<file path="config.mk">
export PLATFORM = sky130hd
export DESIGN_NAME = rom_loader
export DESIGN_NICKNAME = d
export VERILOG_FILES = /design/src/rtl/rom_loader_pkg.sv /design/src/rtl/rom_loader_csum.sv /design/src/rtl/rom_loader.sv
export SDC_FILE = /design/constraint.sdc
export NUM_CORES = 1
export LEC_CHECK = 0
export ABC_AREA = 1
export BUFFER_PORTS_ARGS = -buffer_cell sky130_fd_sc_hd__buf_4
export CORE_ASPECT_RATIO = 1.75
export CORE_MARGIN = 10
export CORE_UTILIZATION = 40
export DETAILED_ROUTE_END_ITERATION = 10
export PLACE_DENSITY_LB_ADDON = 0.25
export SLEW_MARGIN = 20
export SYNTH_ARGS = -nofsm -noshare
export SYNTH_HDL_FRONTEND = slang
export SYNTH_SLANG_ARGS = --single-unit
</file>
<file path="constraint.sdc">
create_clock -name clk -period 2.1 [get_ports clk]
set_input_delay 0.525 -clock clk [delete_from_list [all_inputs] [get_ports clk]]
set_output_delay 0.525 -clock clk [all_outputs]
set_load 0.01 [all_outputs]
</file>
<file path="src/rtl/rom_loader_pkg.sv">
// Shared types and constants for the boot-time ROM loader.
// Latency: n/a (declarations only).
// Backpressure: n/a (declarations only).
//
// Contents: FSM state enum, byte-stream field order, length and checksum widths.
package rom_loader_pkg;

    typedef enum logic [3:0] {
        ST_IDLE    = 4'd0,
        ST_LEN_HI  = 4'd1,
        ST_LEN_LO  = 4'd2,
        ST_DATA_HI = 4'd3,
        ST_DATA_LO = 4'd4,
        ST_WRITE   = 4'd5,
        ST_CSUM_HI = 4'd6,
        ST_CSUM_LO = 4'd7,
        ST_DONE    = 4'd8,
        ST_ERROR   = 4'd9
    } state_t;

    // Byte order on the stream: length (big-endian), N data words as HI/LO
    // pairs, then an optional big-endian checksum.
    localparam int FLD_LEN_HI    = 0;
    localparam int FLD_LEN_LO    = 1;
    localparam int FLD_DATA_BASE = 2;
    localparam int BYTES_PER_WORD = 2;

    localparam int LEN_W  = 16;
    localparam int CSUM_W = 16;

endpackage

</file>
<file path="src/rtl/rom_loader_csum.sv">
// Checksum accumulator: modulo-2**16 sum of written words with compare.
// Latency: sum updates one cycle after add; match is combinational on cmp_dat.
// Backpressure: none; driven by the loader FSM only.
//
// Ports: clk, reset (async, active-high), clr (zero the sum), add/add_dat
// (accumulate a word), cmp_dat (expected sum), match (sum == cmp_dat).
module rom_loader_csum
    import rom_loader_pkg::*;
(
    input  logic              clk,
    input  logic              reset,
    input  logic              clr,
    input  logic              add,
    input  logic [CSUM_W-1:0] add_dat,
    input  logic [CSUM_W-1:0] cmp_dat,
    output logic              match
);

    logic [CSUM_W-1:0] sum_q;
    logic [CSUM_W-1:0] sum_d;

    always_comb begin
        sum_d = sum_q;
        if (clr) begin
            sum_d = '0;
        end else if (add) begin
            sum_d = sum_q + add_dat;
        end
    end

    always_ff @(posedge clk or posedge reset) begin
        if (reset) begin
            sum_q <= '0;
        end else begin
            sum_q <= sum_d;
        end
    end

    assign match = (sum_q == cmp_dat);

endmodule

</file>
<file path="src/rtl/rom_loader.sv">
// Boot loader: assembles big-endian 16-bit words from a byte stream into ROM.
// Latency: wr_en one cycle after the LO byte; >= 3 cycles per word.
// Backpressure: rx_ready drops in IDLE/WRITE/DONE/ERROR; stream stalls there.
//
// Optional feature macro: ROM_LOADER_CHECKSUM_EN (adds trailing checksum check).
// Ports: clk, reset (async, active-high), start (begin load when not busy),
// rx_valid/rx_byte/rx_ready (byte stream), wr_en/wr_addr/wr_data (ROM write),
// cpu_reset (held high until a load succeeds), busy/done/error (status).
module rom_loader
    import rom_loader_pkg::*;
#(
    parameter int ADDR_W = 15,
    parameter int WORD_W = 16
) (
    input  logic              clk,
    input  logic              reset,
    input  logic              start,
    input  logic              rx_valid,
    input  logic [7:0]        rx_byte,
    output logic              rx_ready,
    output logic              wr_en,
    output logic [ADDR_W-1:0] wr_addr,
    output logic [WORD_W-1:0] wr_data,
    output logic              cpu_reset,
    output logic              busy,
    output logic              done,
    output logic              error
);

    state_t            state_q, state_d;
    logic [7:0]        len_hi_q, len_hi_d;
    logic [7:0]        hi_q, hi_d;
    logic [7:0]        lo_q, lo_d;
    // One extra bit so a full 2**ADDR_W image can count past the last address.
    logic [ADDR_W:0]   addr_q, addr_d;
    logic [LEN_W-1:0]  cnt_q, cnt_d;

    logic              accept;
    logic [LEN_W-1:0]  len_w;
    logic              too_long;
    logic              unused_addr_msb;

`ifdef ROM_LOADER_CHECKSUM_EN
    logic [7:0]        csum_hi_q, csum_hi_d;
    logic              csum_clr;
    logic              csum_add;
    logic              csum_match;

    rom_loader_csum u_csum (
        .clk     (clk),
        .reset   (reset),
        .clr     (csum_clr),
        .add     (csum_add),
        .add_dat ({hi_q, lo_q}),
        .cmp_dat ({csum_hi_q, rx_byte}),
        .match   (csum_match)
    );
`endif

    assign accept   = rx_valid & rx_ready;
    assign len_w    = {len_hi_q, rx_byte};
    assign too_long = 32'(len_w) > (32'd1 << ADDR_W);

    always_comb begin
        state_d  = state_q;
        len_hi_d = len_hi_q;
        hi_d     = hi_q;
        lo_d     = lo_q;
        addr_d   = addr_q;
        cnt_d    = cnt_q;
`ifdef ROM_LOADER_CHECKSUM_EN
        csum_hi_d = csum_hi_q;
        csum_clr  = 1'b0;
        csum_add  = 1'b0;
`endif
        case (state_q)
            ST_IDLE, ST_DONE, ST_ERROR: begin
                if (start) begin
                    state_d = ST_LEN_HI;
                    addr_d  = '0;
                    cnt_d   = '0;
`ifdef ROM_LOADER_CHECKSUM_EN
                    csum_clr = 1'b1;
`endif
                end
            end
            ST_LEN_HI: begin
                if (accept) begin
                    len_hi_d = rx_byte;
                    state_d  = ST_LEN_LO;
                end
            end
            ST_LEN_LO: begin
                if (accept) begin
                    cnt_d = len_w;
                    if (len_w == '0) begin
`ifdef ROM_LOADER_CHECKSUM_EN
                        state_d = ST_CSUM_HI;
`else
                        state_d = ST_DONE;
`endif
                    end else if (too_long) begin
                        state_d = ST_ERROR;
                    end else begin
                        state_d = ST_DATA_HI;
                    end
                end
            end
            ST_DATA_HI: begin
                if (accept) begin
                    hi_d    = rx_byte;
                    state_d = ST_DATA_LO;
                end
            end
            ST_DATA_LO: begin
                if (accept) begin
                    lo_d    = rx_byte;
                    state_d = ST_WRITE;
                end
            end
            ST_WRITE: begin
                addr_d = addr_q + 1'b1;
                cnt_d  = cnt_q - 1'b1;
`ifdef ROM_LOADER_CHECKSUM_EN
                csum_add = 1'b1;
`endif
                if (cnt_q != 16'd1) begin
                    state_d = ST_DATA_HI;
                end else begin
`ifdef ROM_LOADER_CHECKSUM_EN
                    state_d = ST_CSUM_HI;
`else
                    state_d = ST_DONE;
`endif
                end
            end
`ifdef ROM_LOADER_CHECKSUM_EN
            ST_CSUM_HI: begin
                if (accept) begin
                    csum_hi_d = rx_byte;
                    state_d   = ST_CSUM_LO;
                end
            end
            ST_CSUM_LO: begin
                if (accept) begin
                    state_d = csum_match ? ST_DONE : ST_ERROR;
                end
            end
`endif
            default: state_d = ST_IDLE;
        endcase
    end

    always_ff @(posedge clk or posedge reset) begin
        if (reset) begin
            state_q  <= ST_IDLE;
            len_hi_q <= '0;
            hi_q     <= '0;
            lo_q     <= '0;
            addr_q   <= '0;
            cnt_q    <= '0;
`ifdef ROM_LOADER_CHECKSUM_EN
            csum_hi_q <= '0;
`endif
        end else begin
            state_q  <= state_d;
            len_hi_q <= len_hi_d;
            hi_q     <= hi_d;
            lo_q     <= lo_d;
            addr_q   <= addr_d;
            cnt_q    <= cnt_d;
`ifdef ROM_LOADER_CHECKSUM_EN
            csum_hi_q <= csum_hi_d;
`endif
        end
    end

    // All outputs are pure decodes of registers: no input-to-output paths.
    assign rx_ready = (state_q == ST_LEN_HI)  || (state_q == ST_LEN_LO)  ||
                      (state_q == ST_DATA_HI) || (state_q == ST_DATA_LO) ||
                      (state_q == ST_CSUM_HI) || (state_q == ST_CSUM_LO);
    assign wr_en     = (state_q == ST_WRITE);
    assign wr_addr   = addr_q[ADDR_W-1:0];
    assign wr_data   = {hi_q, lo_q};
    assign busy      = !((state_q == ST_IDLE) || (state_q == ST_DONE) || (state_q == ST_ERROR));
    assign done      = (state_q == ST_DONE);
    assign error     = (state_q == ST_ERROR);
    assign cpu_reset = (state_q != ST_DONE);

    // Counter MSB only exists to hold the one-past-the-end value.
    assign unused_addr_msb = addr_q[ADDR_W];

endmodule

</file>
After elaboration in Yosys (flattened, before gate mapping)
Cells that the tools add are included.
- register bits after elaboration: 60
- latch bits: 0
- memory bits (writable): 0
- memory bits (read-only): 0
- logic and storage cells: 58
- memories: 0
- add/sub/neg operators: 2
- $mul: 0
- div/mod/pow operators: 0
- $lt $le $gt $ge: 1
- equality and inequality tests: 16
- shift operators: 0
- mux-type cells: 13
- bitwise gates (word level): 1
- reductions and logical operators: 19
- operators by type and width (operator ; number):
    16-bit one-hot mux with 3 select lines ; 1
    16-bit two-way mux ; 2
    4-bit two-way mux ; 8
    16-bit one-hot mux with 2 select lines ; 1
    4-bit one-hot mux with 6 select lines ; 1
    16-bit by 1-bit adder with 16-bit output, second input constant ; 1
    4-bit by 3-bit equality test with 1-bit output, second input constant ; 4
    16-bit greater-than comparator, second input constant ; 1
    16-bit zero test ; 1
    16-bit by 1-bit inequality test with 1-bit output, second input constant ; 1
    16-bit by 1-bit subtractor with 16-bit output, second input constant ; 1
    2-bit inequality test, second input constant ; 5
    4-bit by 2-bit equality test with 1-bit output, second input constant ; 2
    4-bit equality test, second input constant ; 2
    2-bit AND reduction ; 4
    1-bit logical OR ; 7
    5-bit AND reduction ; 1
    4-bit by 1-bit equality test with 1-bit output, second input constant ; 1
    4-bit zero test ; 1
    4-bit inequality test, second input constant ; 1
    3-bit AND reduction ; 1
    3-bit nonzero test ; 1
    3-bit OR reduction ; 1
    2-bit nonzero test ; 1
    other kinds (2) ; 2

Longest topological paths before layout
- depth after elaboration: 9
- gate-level depth with buffers: 10
- gate-level depth less buffers: 10

Least setup slack after synthesis
No wires, ideal clock.
- path kind: flip-flop to output port
- from: register state_q[1]
- to: output port cpu_reset
- arrival: 1.150 ns
- path slack: 0.425 ns
- cell stages (with the launch flop): 5
- buffers on the path: 0
- cell sequence: dfrtp_1 > nor2_2 > inv_1 > nor3_1 > inv_1
- cells in the longest elaborated chain, start to end: 1
- RTL lines (what ; line ; RTL):
    from (decl) ; rom_loader.sv:30 ; state_t state_q, state_d;
    from (signal assigned) ; rom_loader.sv:166 ; state_q <= state_d;
    4-bit inequality test ; rom_loader.sv:188 ; assign cpu_reset = (state_q != ST_DONE);
    to (decl) ; rom_loader.sv:24 ; output logic cpu_reset,
Every way passes these cells.

Worst setup path in the final report
- from: register state_q[0]
- to: output port wr_en
- cells in the longest elaborated chain, start to end: 1
- RTL lines (what ; line ; RTL):
    4-bit by 3-bit equality test with 1-bit output ; rom_loader.sv:182 ; assign wr_en = (state_q == ST_WRITE);
    to (decl) ; rom_loader.sv:21 ; output logic wr_en,
Every way passes these cells.

==> impl_metrics.toml <==
[setup_path]
start_kind = "flip-flop"
crit_type = "reg2out"
end_kind = "output port"
crit_required_ns = 1.57
worstPathArrival_ns = 1.45
path_max_fanout = 8

[floorplanning]
die_y_um = 141.3
die_area_mm2 = 0.01262
ios = 49
start_util_pct = 40.74
rows = 44
core_region_area_mm2 = 0.008258
die_w_um = 89.33

[finish]
regArea_mm2 = 0.001479
nFillCells = 832
layout.nets = 525
multi_input_area_mm2 = 0.001597
diodes = 0
drive_above_1_share_pct = 19.65
syn2layout_area_growth_pct = 23.06

[clock_network]
htreeDepth = 3
clock_sinks = 59
cts-root-buf = "clkbuf_16"
post_cts_buffers = 0
cts_resized = 0
hold_buffers = 0
path_clk_slew_ns = 0.05
clockBufferDepth = 2
insertion_delay_ns = 0.33
numCtsBuffers = 9
tritoncts = "built"

[power]
pwr_density_cell_mw_per_mm2 = 1443
p_leak_nw = 2.121
ir_drop_mv = 0.6541

[timing]
tightest_slew_ns = 0.4581
report.final.slew_viol_count = 0
rsz0062_at_grt = "no"
skew_ns = 0.004337
setup_viol = 0
max-slew-margin-rel_pct = 69.34
period_share_pct = 94.08
clock.fmax_mhz = 506.2
period_minus_slack_ns = 1.976
whs_ns = 0.2511
postLayoutSetupSlackWorst_ns = 0.1244
tns_ns = 0
final_hold_viol_count = 0

[route]
drt.antenna.violating_nets = 0
drt_iter0_drc = 163
post-route-drc-count = 0
wl_per_cell_um = 14.58
viasPerCell = 5.010
drt_pass1_iterations = 4
routed_wl_um = 8833
vias = 3036

[outcome]
status = "completed"

[placed_design]
port_buffers = 48
place_congestion = 0.8850
preCtsSetupSlack_ns = 0.3747
hpwl_um = 6755

[grt]
grt_start_max_net_pins = 60
grt-ovfl-total = 0
grt_use_total_pct = 14.76
grt_first_pass_wirelength_um = 14300
grt_pass1_vias = 3039
antenna_found_initial = 0

[worst_hold_path]
hp-class = "in2async"

[synthesis]
synth_fp_nets = 468
syn-cell-area_mm2 = 0.003364
synth_cell_types = 33
ys_seq_area_share_pct = 43.88
ys_warn_count = 0
ys_ff_latch = 59
avgSynthCellArea_um2 = 7.427
syn_inst = 453

[run]
max-cap-violations = 0
-- placed cells by master, fill, tap and decap left out, drive strengths merged --
cell / Yosys / routed
nand4: 7 / 7
o22ai: 3 / 3
nor2: 64 / 64
a31oi: 2 / 2
a21boi: 1 / 1
nand2: 136 / 136
clkbuf: 1 / 13
ha: 3 / 3
o31ai: 2 / 2
nand3: 37 / 37
o211ai: 1 / 1
buf: 8 / 55
nor3: 3 / 3
a21oi: 21 / 21
inv: 61 / 61
xor2: 1 / 1
and2: 1 / 1
mux2i: 1 / 1
dfrtp: 59 / 59
clkinv: 0 / 1
o21ai: 41 / 41
bufinv: 0 / 1
-- stage by stage --
| stage | instances | utilization, % | power [W] | instance area [um^2] |
|---|---|---|---|---|
| after global placement | 591 | 46.47 | 0.004473 | 3837 |
| after floorplan | 453 | - | 0.003702 | 3364 |
| after global routing | 606 | 50.14 | 0.006452 | 4140 |
| after CTS | 606 | 50.05 | 0.006025 | 4133 |
| final | 606 | 50.14 | 0.005974 | 4140 |
| after detailed placement | 591 | 46.47 | 0.004536 | 3837 |
-- power by group --
part | internal (W) | switching, W | leakage (nW)
Combinational | 0.000973 | 0.00173 | 1.20
Sequential | 0.00150 | 0.000303 | 0.772
Clock | 0.000974 | 0.000496 | 0.146
-- cells in the mapped netlist --
master / n / area (um^2)
nand2_1: 129 / 484.2
inv_1: 60 / 225.2
dfrtp_1: 59 / 1476
nor2_1: 54 / 202.7
nand3_1: 36 / 180.2
o21ai_0: 25 / 125.1
a21oi_1: 21 / 105.1
o21ai_1: 8 / 40.04
o21ai_2: 8 / 70.07
nor2_4: 6 / 67.56
nand4_1: 5 / 31.28
nand2_2: 4 / 25.02
buf_2: 3 / 15.01
buf_6: 3 / 33.78
ha_1: 3 / 37.54
nand2_4: 3 / 33.78
nor2_2: 3 / 18.77
nor3_1: 3 / 15.01
o22ai_1: 3 / 18.77
a31oi_1: 2 / 12.51
buf_4: 2 / 15.01
o31ai_1: 2 / 15.01
a21boi_0: 1 / 7.510
and2_1: 1 / 6.260
clkbuf_1: 1 / 3.750
inv_2: 1 / 3.750
mux2i_1: 1 / 10.01
nand3_2: 1 / 10.01
nand4_2: 1 / 12.51
nand4_4: 1 / 21.27
nor2_8: 1 / 20.02
o211ai_2: 1 / 12.51
xor2_1: 1 / 8.760
-- kinds of logic (layout without fill, tap and decap cells) --
kind of cell / after synthesis / after routing / synth area share (%)
and+or+nand+nor: 248 / 248 / 33.54
AOI/OAI and AO/OA: 71 / 71 / 12.09
buffers and inverters: 70 / 131 / 8.813
DFF: 59 / 59 / 43.88
adders and majority gates: 3 / 3 / 1.116
xor gates and xnor gates: 1 / 1 / 0.2604
muxes: 1 / 1 / 0.2975
-- worst paths after layout --
| check | start | endpoint | slack, ns | cells after the start |
|---|---|---|---|---|
| setup / recovery | state_q[0] | wr_en | 0.12 | 5 |
| hold / removal | reset | hi_q[0] | 0.25 | 3 |
| setup reg to reg | state_q[3] | state_q[1] | 0.37 | 8 |
| hold reg to reg | hi_q[5] | hi_q[5] | 0.48 | 2 |
| max in group asynchronous | reset | state_q[1] | 1.57 | 3 |
| min in group clk | rx_byte[3] | len_hi_q[3] | 0.43 | 3 |
-- worst max-delay path: stages (launching register included) --
cell,delay (ns)
dfrtp_2,0.44
inv_1,0.17
nor2_4,0.07
nand2_2,0.19
inv_1,0.09
buf_4,0.16
-- state kept, by name (all words and copies together) (netlist names) --
register	flops
len_hi_q	8
hi_q	8
lo_q	8
state_q	4
addr_q	15
cnt_q	16
-- cell type report --
| type | count | share of cell area (%) |
|---|---|---|
| Multi-Input combinational cell | 324 | 38.56 |
| Sequential cell | 59 | 35.72 |
| Timing Repair Buffer | 55 | 10.28 |
| Clock buffer | 13 | 6.286 |
| Inverter | 61 | 5.530 |
| Tap cell | 92 | 2.780 |
| Clock inverter | 2 | 0.8462 |
-- per-layer routing --
layer	routed length (um)	GRT usage (%)	vias to the layer above
met5	0	0	-
met4	306	8.502	0
met3	390	3.670	15
met2	4884	25.82	60
met1	3251	15.21	1404
li1	-	-	1557
Power figures use the tool's default switching activity.
